## src/rtl/code_defs_pkg.sv

```systemverilog
// Shared PCS definitions: sync header encodings, RX link controller state
// encoding and counter widths.
package code_defs_pkg;

    localparam logic [1:0] SYNC_DATA = 2'b01;
    localparam logic [1:0] SYNC_CTRL = 2'b10;

    localparam int BER_CNT_W = 6;
    localparam int RST_CNT_W = 8;

    typedef enum logic [2:0] {
        RESET     = 3'd0,
        WAIT_XVER = 3'd1,
        WAIT_LOCK = 3'd2,
        LINK_UP   = 3'd3,
        HI_BER    = 3'd4
    } link_state_t;

    // Anything other than a data or control sync header is a header error.
    function automatic logic is_bad_header(input logic [1:0] hdr);
        return (hdr != SYNC_DATA) && (hdr != SYNC_CTRL);
    endfunction

endpackage

```

## src/rtl/pcs_link_ctrl_ber.sv

```systemverilog
// High-BER monitor: fixed-length window timer, saturating bad sync header
// counter and hi_ber flag. Everything is held at zero while disabled.
module ber_monitor
    import code_defs_pkg::*;
#(
    parameter int BER_WINDOW = 40283,
    parameter int BER_THRESH = 16,
    parameter int CNT_W      = 16
) (
    input  logic                 i_clk,
    input  logic                 i_reset_n,
    input  logic                 i_enable,
    input  logic [1:0]           i_header,
    input  logic                 i_header_valid,
    output logic                 o_hi_ber,
    output logic                 o_hi_ber_nxt,
    output logic [BER_CNT_W-1:0] o_ber_count
);

    localparam logic [CNT_W-1:0] WIN_LAST = CNT_W'(BER_WINDOW - 1);

    logic [CNT_W-1:0]     win_tmr;
    logic [CNT_W-1:0]     win_nxt;
    logic [BER_CNT_W-1:0] cnt_base;
    logic [BER_CNT_W-1:0] cnt_nxt;
    logic                 hi_nxt;
    logic                 hi_keep;
    logic                 bad;
    logic                 wrap;

    function automatic logic [BER_CNT_W-1:0] sat_inc(input logic [BER_CNT_W-1:0] v);
        return (&v) ? v : v + 1'b1;
    endfunction

    assign bad  = i_header_valid && is_bad_header(i_header);
    assign wrap = (win_tmr == WIN_LAST);

    // A header error on the wrap clock belongs to the new window, so the
    // completed window's verdict uses the count before this clock.
    always_comb begin
        win_nxt  = '0;
        cnt_base = '0;
        cnt_nxt  = '0;
        hi_keep  = 1'b0;
        hi_nxt   = 1'b0;
        if (i_enable) begin
            win_nxt  = wrap ? '0 : win_tmr + 1'b1;
            cnt_base = wrap ? '0 : o_ber_count;
            cnt_nxt  = bad ? sat_inc(cnt_base) : cnt_base;
            hi_keep  = wrap ? (o_hi_ber && (int'(o_ber_count) >= BER_THRESH)) : o_hi_ber;
            hi_nxt   = hi_keep || (bad && (int'(cnt_nxt) == BER_THRESH));
        end
    end

    assign o_hi_ber_nxt = hi_nxt;

    always_ff @(posedge i_clk or negedge i_reset_n) begin
        if (!i_reset_n) begin
            win_tmr     <= '0;
            o_ber_count <= '0;
            o_hi_ber    <= 1'b0;
        end else begin
            win_tmr     <= win_nxt;
            o_ber_count <= cnt_nxt;
            o_hi_ber    <= hi_nxt;
        end
    end

endmodule

```

## src/rtl/pcs_link_ctrl.sv

```systemverilog
// RX link controller: sequences the PCS RX reset after transceiver bring-up,
// tracks block lock and high BER, and re-resets the RX path on timeout.
module pcs_link_ctrl
    import code_defs_pkg::*;
#(
    parameter int RESET_CYCLES = 16,
    parameter int BER_WINDOW   = 40283,
    parameter int BER_THRESH   = 16,
    parameter int LOCK_TIMEOUT = 65535,
    parameter int CNT_W        = 16
) (
    input  logic                 i_clk,
    input  logic                 i_reset_n,
    input  logic                 i_xver_rx_ready,
    input  logic                 i_block_lock,
    input  logic [1:0]           i_header,
    input  logic                 i_header_valid,
    output logic                 o_rx_reset,
    output logic                 o_link_up,
    output logic                 o_hi_ber,
    output logic [BER_CNT_W-1:0] o_ber_count,
    output logic [RST_CNT_W-1:0] o_reset_count
);

    localparam logic [CNT_W-1:0] RST_LAST = CNT_W'(RESET_CYCLES - 1);
    localparam logic [CNT_W-1:0] TO_LAST  = CNT_W'(LOCK_TIMEOUT - 1);

    link_state_t      state;
    link_state_t      state_nxt;
    logic [CNT_W-1:0] tmr;
    logic [CNT_W-1:0] tmr_nxt;
    logic             rc_inc;
    logic             lock_to;
    logic             rst_done;
    logic             up_state;
    logic             ber_en;
    logic             hi_ber_nxt;

    function automatic logic [RST_CNT_W-1:0] sat_inc(input logic [RST_CNT_W-1:0] v);
        return (&v) ? v : v + 1'b1;
    endfunction

    assign lock_to  = (tmr == TO_LAST);
    assign rst_done = (tmr == RST_LAST);
    assign up_state = (state == LINK_UP) || (state == HI_BER);

    // The monitor runs only while the link will remain up this clock, so it
    // starts from a clean window on entry and is wiped on every exit. This
    // does not depend on hi_ber, which keeps the loop through the monitor open.
    assign ber_en = up_state && i_xver_rx_ready && i_block_lock &&
                    !((state == HI_BER) && lock_to);

    ber_monitor #(
        .BER_WINDOW (BER_WINDOW),
        .BER_THRESH (BER_THRESH),
        .CNT_W      (CNT_W)
    ) u_ber (
        .i_clk          (i_clk),
        .i_reset_n      (i_reset_n),
        .i_enable       (ber_en),
        .i_header       (i_header),
        .i_header_valid (i_header_valid),
        .o_hi_ber       (o_hi_ber),
        .o_hi_ber_nxt   (hi_ber_nxt),
        .o_ber_count    (o_ber_count)
    );

    // Priority: transceiver loss, lock loss, timeout, then hi_ber change.
    always_comb begin
        state_nxt = state;
        rc_inc    = 1'b0;
        case (state)
            RESET: begin
                if (rst_done) state_nxt = WAIT_XVER;
            end
            WAIT_XVER: begin
                state_nxt = i_xver_rx_ready ? WAIT_LOCK : RESET;
            end
            WAIT_LOCK: begin
                if (!i_xver_rx_ready) begin
                    state_nxt = RESET;
                end else if (i_block_lock) begin
                    state_nxt = LINK_UP;
                end else if (lock_to) begin
                    state_nxt = RESET;
                    rc_inc    = 1'b1;
                end
            end
            LINK_UP: begin
                if (!i_xver_rx_ready) begin
                    state_nxt = RESET;
                end else if (!i_block_lock) begin
                    state_nxt = WAIT_LOCK;
                end else if (hi_ber_nxt) begin
                    state_nxt = HI_BER;
                end
            end
            HI_BER: begin
                if (!i_xver_rx_ready) begin
                    state_nxt = RESET;
                end else if (!i_block_lock) begin
                    state_nxt = WAIT_LOCK;
                end else if (lock_to) begin
                    state_nxt = RESET;
                    rc_inc    = 1'b1;
                end else if (!hi_ber_nxt) begin
                    state_nxt = LINK_UP;
                end
            end
            default: begin
                state_nxt = RESET;
            end
        endcase
    end

    // The shared timer restarts on every state change and idles where unused.
    assign tmr_nxt = ((state_nxt != state) || (state == LINK_UP) || (state == WAIT_XVER))
                   ? '0 : tmr + 1'b1;

    always_ff @(posedge i_clk or negedge i_reset_n) begin
        if (!i_reset_n) begin
            state         <= RESET;
            tmr           <= '0;
            o_rx_reset    <= 1'b1;
            o_link_up     <= 1'b0;
            o_reset_count <= '0;
        end else begin
            state      <= state_nxt;
            tmr        <= tmr_nxt;
            o_rx_reset <= (state_nxt == RESET) || (state_nxt == WAIT_XVER);
            o_link_up  <= (state_nxt == LINK_UP);
            if (rc_inc) o_reset_count <= sat_inc(o_reset_count);
        end
    end

endmodule

```

## config.mk

```make
export PLATFORM = sky130hd
export DESIGN_NAME = pcs_link_ctrl
export DESIGN_NICKNAME = d
export VERILOG_FILES = /design/src/rtl/code_defs_pkg.sv /design/src/rtl/pcs_link_ctrl_ber.sv /design/src/rtl/pcs_link_ctrl.sv
export SDC_FILE = /design/constraint.sdc
export NUM_CORES = 1
export LEC_CHECK = 0
export CORE_MARGIN = 4
export CORE_UTILIZATION = 45
export CTS_CLUSTER_SIZE = 10
export DETAILED_ROUTE_END_ITERATION = 16
export PLACE_DENSITY = 0.76
export SYNTH_ARGS = -nofsm -noshare
export SYNTH_HDL_FRONTEND = slang
export SYNTH_SLANG_ARGS = --single-unit
```

## constraint.sdc

```tcl
create_clock -name i_clk -period 8.4 [get_ports i_clk]
set_input_delay 2.52 -clock i_clk [delete_from_list [all_inputs] [get_ports i_clk]]
set_output_delay 2.52 -clock i_clk [all_outputs]
set_load 0.005 [all_outputs]
```

# == Word level (Yosys, flattened, before mapping) ==
# Index checks and enable logic that the tools add are counted.
# totals
regBits,52
latch_bits,0
ram_bits,0
mem_bits_ro,0
inputBits,7
output_inout_bits,17
wordCells,74
mem_count,0
# classes
addsub,4
n_mul,0
div,0
magnitude_cmp,1
n_eq_ne,13
shift,0
n_mux,28
n_bitwise,1
reduce_logical,19
# op_table
op,count
$mux 16,3
$mux 3,11
$add 16x1->16 const B,2
$eq 16x16->1 const B,2
$mux 6,4
$eq 16x4->1 const B,1
$pmux 3 s5,1
$eq 3x2->1 const B,3
$add 8x1->8 const B,1
$logic_and 1x1->1,8
$reduce_and 8->1,1
$mux 1,7
$add 6x1->6 const B,1
$eq 3x1->1 const B,2
$eq 6x6->1 const B,1
$ge 6x5->1 const B,1
$logic_not 3->1,2
$reduce_and 6->1,1
$logic_or 1x1->1,5
$eq 3x3->1 const B,1
$ne 3x3->1,1
$mux 2,1
$ne 2x1->1 const B,1
$ne 2x2->1 const B,1
4 further kinds,4

# == Longest topological paths before layout ==
# logic_depth
depth_word,18
depth_mapped,15
mapped_depth_nobuf,14

# == Modules after synthesis ==
# Synthesis repeated with hierarchy kept, for this count alone.
# unflattened
hier_cells,294
area_unflattened_um2,2954.1
# by_module_without_submodules
module,n_inst,cells_each,area_per_inst_um2,seq_area_each_um2
pcs_link_ctrl,1,156,1621.6,726.9
ber_monitor,1,138,1332.5,575.6

# == Worst setup path after synthesis ==
# Ideal clock, no wire load.
# synth_timing
path_kind,input -> register
startpoint,input i_header[1]
endpoint,register tmr[10]
setup_ns,0.119
t_arrival_ns,4.274
required_ns,8.281
setup_slack_ns,4.007
cell_stages,8
path_buffers,1
cell_sequence,xnor2_1 -> nor2b_1 -> nor4_1 -> or3b_4 -> a211o_1 -> a32oi_2 -> buf_6 -> nor2_2
# synth_via
elab_chain_cells,17
word_cells_on_any_way,21
classes_between,eq/ne (4); mux (11); reduce/logical (6)
# synth_rtl
element,line,text
from (decl),pcs_link_ctrl.sv:16,"input logic [1:0] i_header,"
$ne 2x1->1 / $ne 2x2->1 (equally long branches),code_defs_pkg.sv:21,return (hdr != SYNC_DATA) && (hdr != SYNC_CTRL);
$logic_and 1x1->1 *,code_defs_pkg.sv:21,
$logic_and 1x1->1 *,pcs_link_ctrl_ber.sv:35,assign bad = i_header_valid && is_bad_header(i_header);
$mux 6,pcs_link_ctrl_ber.sv:49,cnt_nxt = bad ? sat_inc(cnt_base) : cnt_base;
$eq 6x6->1,pcs_link_ctrl_ber.sv:51,hi_nxt = hi_keep || (bad && (int'(cnt_nxt) == BER_THRESH));
$logic_and 1x1->1 *,pcs_link_ctrl_ber.sv:51,
$logic_or 1x1->1 *,pcs_link_ctrl_ber.sv:51,
$mux 1 *,pcs_link_ctrl_ber.sv:46,if (i_enable) begin
$mux 3,pcs_link_ctrl.sv:106,end else if (!hi_ber_nxt) begin
$mux 3,pcs_link_ctrl.sv:103,end else if (lock_to) begin
$mux 3,pcs_link_ctrl.sv:101,end else if (!i_block_lock) begin
$mux 3,pcs_link_ctrl.sv:99,if (!i_xver_rx_ready) begin
$pmux 3 s5 *,pcs_link_ctrl.sv:72,case (state)
$ne 3x3->1 *,pcs_link_ctrl.sv:117,assign tmr_nxt = ((state_nxt != state) || (state == LINK_UP) || (state == WAIT_XVER))
$logic_or 1x1->1 * (2 in a row),pcs_link_ctrl.sv:117,
$mux 16 *,pcs_link_ctrl.sv:118,? '0 : tmr + 1'b1;
named net tmr_nxt[10],pcs_link_ctrl.sv:31,logic [CNT_W-1:0] tmr_nxt;
to (signal assigned),pcs_link_ctrl.sv:129,tmr <= tmr_nxt;
to (decl),pcs_link_ctrl.sv:30,logic [CNT_W-1:0] tmr;
# Mark *: on every way through the listed nets, which the timed path passes. The rest lies on a longest branch.
# A chain may end at the register's enable or synchronous reset.

# == Worst setup path in the final report ==
# layout_timing
startpoint,input i_header[1]
endpoint,register tmr[2]
# Same word-level chain as after synthesis.

==> results.ini <==
[status]
status = completed

[global_route]
overflow = 0
grt_pass1_wl_mm = 9.56
grt_usage_pct = 16.0
grt_pass1_vias = 2097
antenna_found_initial = 0
grt_max_degree = 53

[pwr]
swShare_pct = 31.7
clkPwrFrac_pct = 27.3
switchingPower_mw = 0.172
power.density_mw_per_mm2 = 171
p_seq_share_pct = 53.8
p_leak_nw = 1.32
pwr-share-comb_pct = 18.9
internal-power_mw = 0.371
peakVddDrop_mv = 0.159

[synth]
ys_seq_area_share_pct = 46.7
synthFlopType = dfrtp_1
synth_area_mm2 = 0.00279
syn_inst = 284
synth_edf_count = 0
ys_ff_latch = 52
syn-num-nets = 297
avgSynthCellArea_um2 = 9.83
async_flop_share_pct = 100
synth_cell_types = 47
yosys_warnings = 0

[routing]
wl_mm = 5.38
vias = 2104
wl_per_cell_um = 14.0
drc_errors = 0
drt_pre_antenna_iters = 4
via_per_inst = 5.49
drt_iter0_drc = 70
ant_nets = 0

[clock_tree]
post_cts_buffers = 0
clock_path_buffers = 2
cts.sinks = 52
cts_made_buffers = 5
cts_resized = 0
cts_tree = built
clk_pin_slew_worst_paths_ps = 100
root_buffer = clkbuf_8
worstSkewPairLatency_ps = 320
hold_buffers = 0
htreeDepth = 2

[run]
cap_violations = 0

[placed_design]
place_hpwl_mm = 3.82
gp_congestion = 0.837
place.port_buffers = 23

[sta]
final.period_utilization_pct = 60.8
drv_slew = 0
worst_slew_pin_slew_ps = 1050
rsz0062_at_grt = no
slew_headroom_pct = 30.2
fin_setup_tns_ps = 0
fmax_ghz = 0.196
finalSetupViolCount = 0
skew_ps = 13.2
hold_violations = 0
min_period_ps = 5110

[hold_path]
min_path_type = reg -> reg

[worst_setup_path]
crit_arrival_ps = 5260
required_ps = 8560
start_kind = primary input
crit_fanout = 16
end_kind = flip-flop
path_class = in -> reg

[floorplanning]
rows = 28
chipHeight_um = 86.8
die_width_um = 86.8
core_mm2 = 0.00596
start_util_pct = 46.9
io_pins = 24
dieArea_mm2 = 0.00753

[cells_and_area]
drive_gt1_share_pct = 9.74
final_util_pct = 53.3
area_delta_synth_final_pct = 13.6
num_antenna_cells = 0
nets = 320

-- synthesized netlist by cell type (7+ instances only) --
library cell | count | area share, %
dfrtp_1 | 51 | 46
nor2_1 | 37 | 5.0
xor2_1 | 25 | 7.8
nand3_1 | 20 | 3.6
nand2_1 | 18 | 2.4
xnor2_1 | 13 | 4.1
nand4_1 | 11 | 2.5
nor2_2 | 10 | 2.2
and3_1 | 9 | 2.0
nor3_1 | 9 | 1.6
inv_1 | 8 | 1.1
and4_1 | 7 | 2.2
-- metal layers --
metal  up-vias  global-route usage (%)  share of wire, %
met2        41                    26.2                48
met4         0                    5.10               1.2
met5         -                       0                 0
li1       1042                       -                 -
met3         7                    4.37               4.6
met1      1014                    20.5                46
-- cell usage in the layout (no fill, tap or decap), types with 6 or more instances in the layout --
cell,count
dfrtp_1,51
nor2_1,37
xor2_1,25
clkdlybuf4s50_1,22
nand3_1,20
nand2_1,18
xnor2_1,13
nand4_1,11
nor2_2,10
and3_1,9
nor3_1,9
inv_1,8
and4_1,7
nor4_1,6
o21ai_0,6
ha_1,6
-- power by group through the flow --
| stage | registers [mW] | clock network [mW] | logic, mW |
|---|---|---|---|
| after floorplan | 0.292 | 0 | 0.0811 |
| after global placement | 0.296 | 0 | 0.101 |
| after detailed placement | 0.297 | 0 | 0.103 |
| after CTS | 0.292 | 0.153 | 0.104 |
| after global routing | 0.297 | 0.163 | 0.119 |
| final | 0.292 | 0.148 | 0.103 |
-- kinds of logic after synthesis --
group / synth area share, %
xor+xnor: 11.9
mux: 0.403
compound gates: 7.35
simple gates: 28.6
buf+inv: 2.42
flops: 46.7
fa+ha+maj: 2.69
-- registers in the layout (all words and copies together) (netlist names) --
signal             flops
o_link_up              1
o_reset_count          8
o_rx_reset             1
state                  3
tmr                   16
u_ber.o_ber_count      6
u_ber.o_hi_ber         1
u_ber.win_tmr         16
-- through the flow --
step                hold WS, ps  setup WS, ps  total power, mW  instances  cell area (um^2)
finish                      509          3290            0.543        383              3170
global route                541          3070            0.580        383              3170
CTS                         510          3280            0.550        383              3170
detailed placement          490          2970            0.400        375              3080
global placement            488          3050            0.397        375              3080
floorplan                   468          4010            0.373        284              2790
-- worst paths after layout --
path	cells after the start	to	start	slack (ps)
min in group asynchronous	2	u_ber.win_tmr[0]	i_reset_n	2310
worst max-delay path	8	tmr[2]	i_header[1]	3290
worst min register to register	1	o_reset_count[6]	o_reset_count[6]	510
max in group asynchronous	2	tmr[5]	i_reset_n	5650
worst min-delay path	1	o_reset_count[6]	o_reset_count[6]	510
worst max register to register	10	tmr[2]	u_ber.win_tmr[13]	4380
-- worst max-delay path, stage by stage --
cell             delay [ps]
clkdlybuf4s50_1         410
xnor2_1                 290
nor2b_1                 290
nor4_1                   90
or3b_4                  390
a211o_1                 310
a32oi_2                 820
nor2_1                  120
-- layout make-up --
type | instances | area (um^2)
fill | 556 | 2780
multi-input combinational | 216 | 1420
clock buffer | 5 | 68.8
clock inverter | 3 | 22.5
sequential | 52 | 1300
timing repair buffer | 24 | 233
tap | 75 | 93.8
inverter | 8 | 30.0
Note: power is estimated with default switching activity, not from simulation.
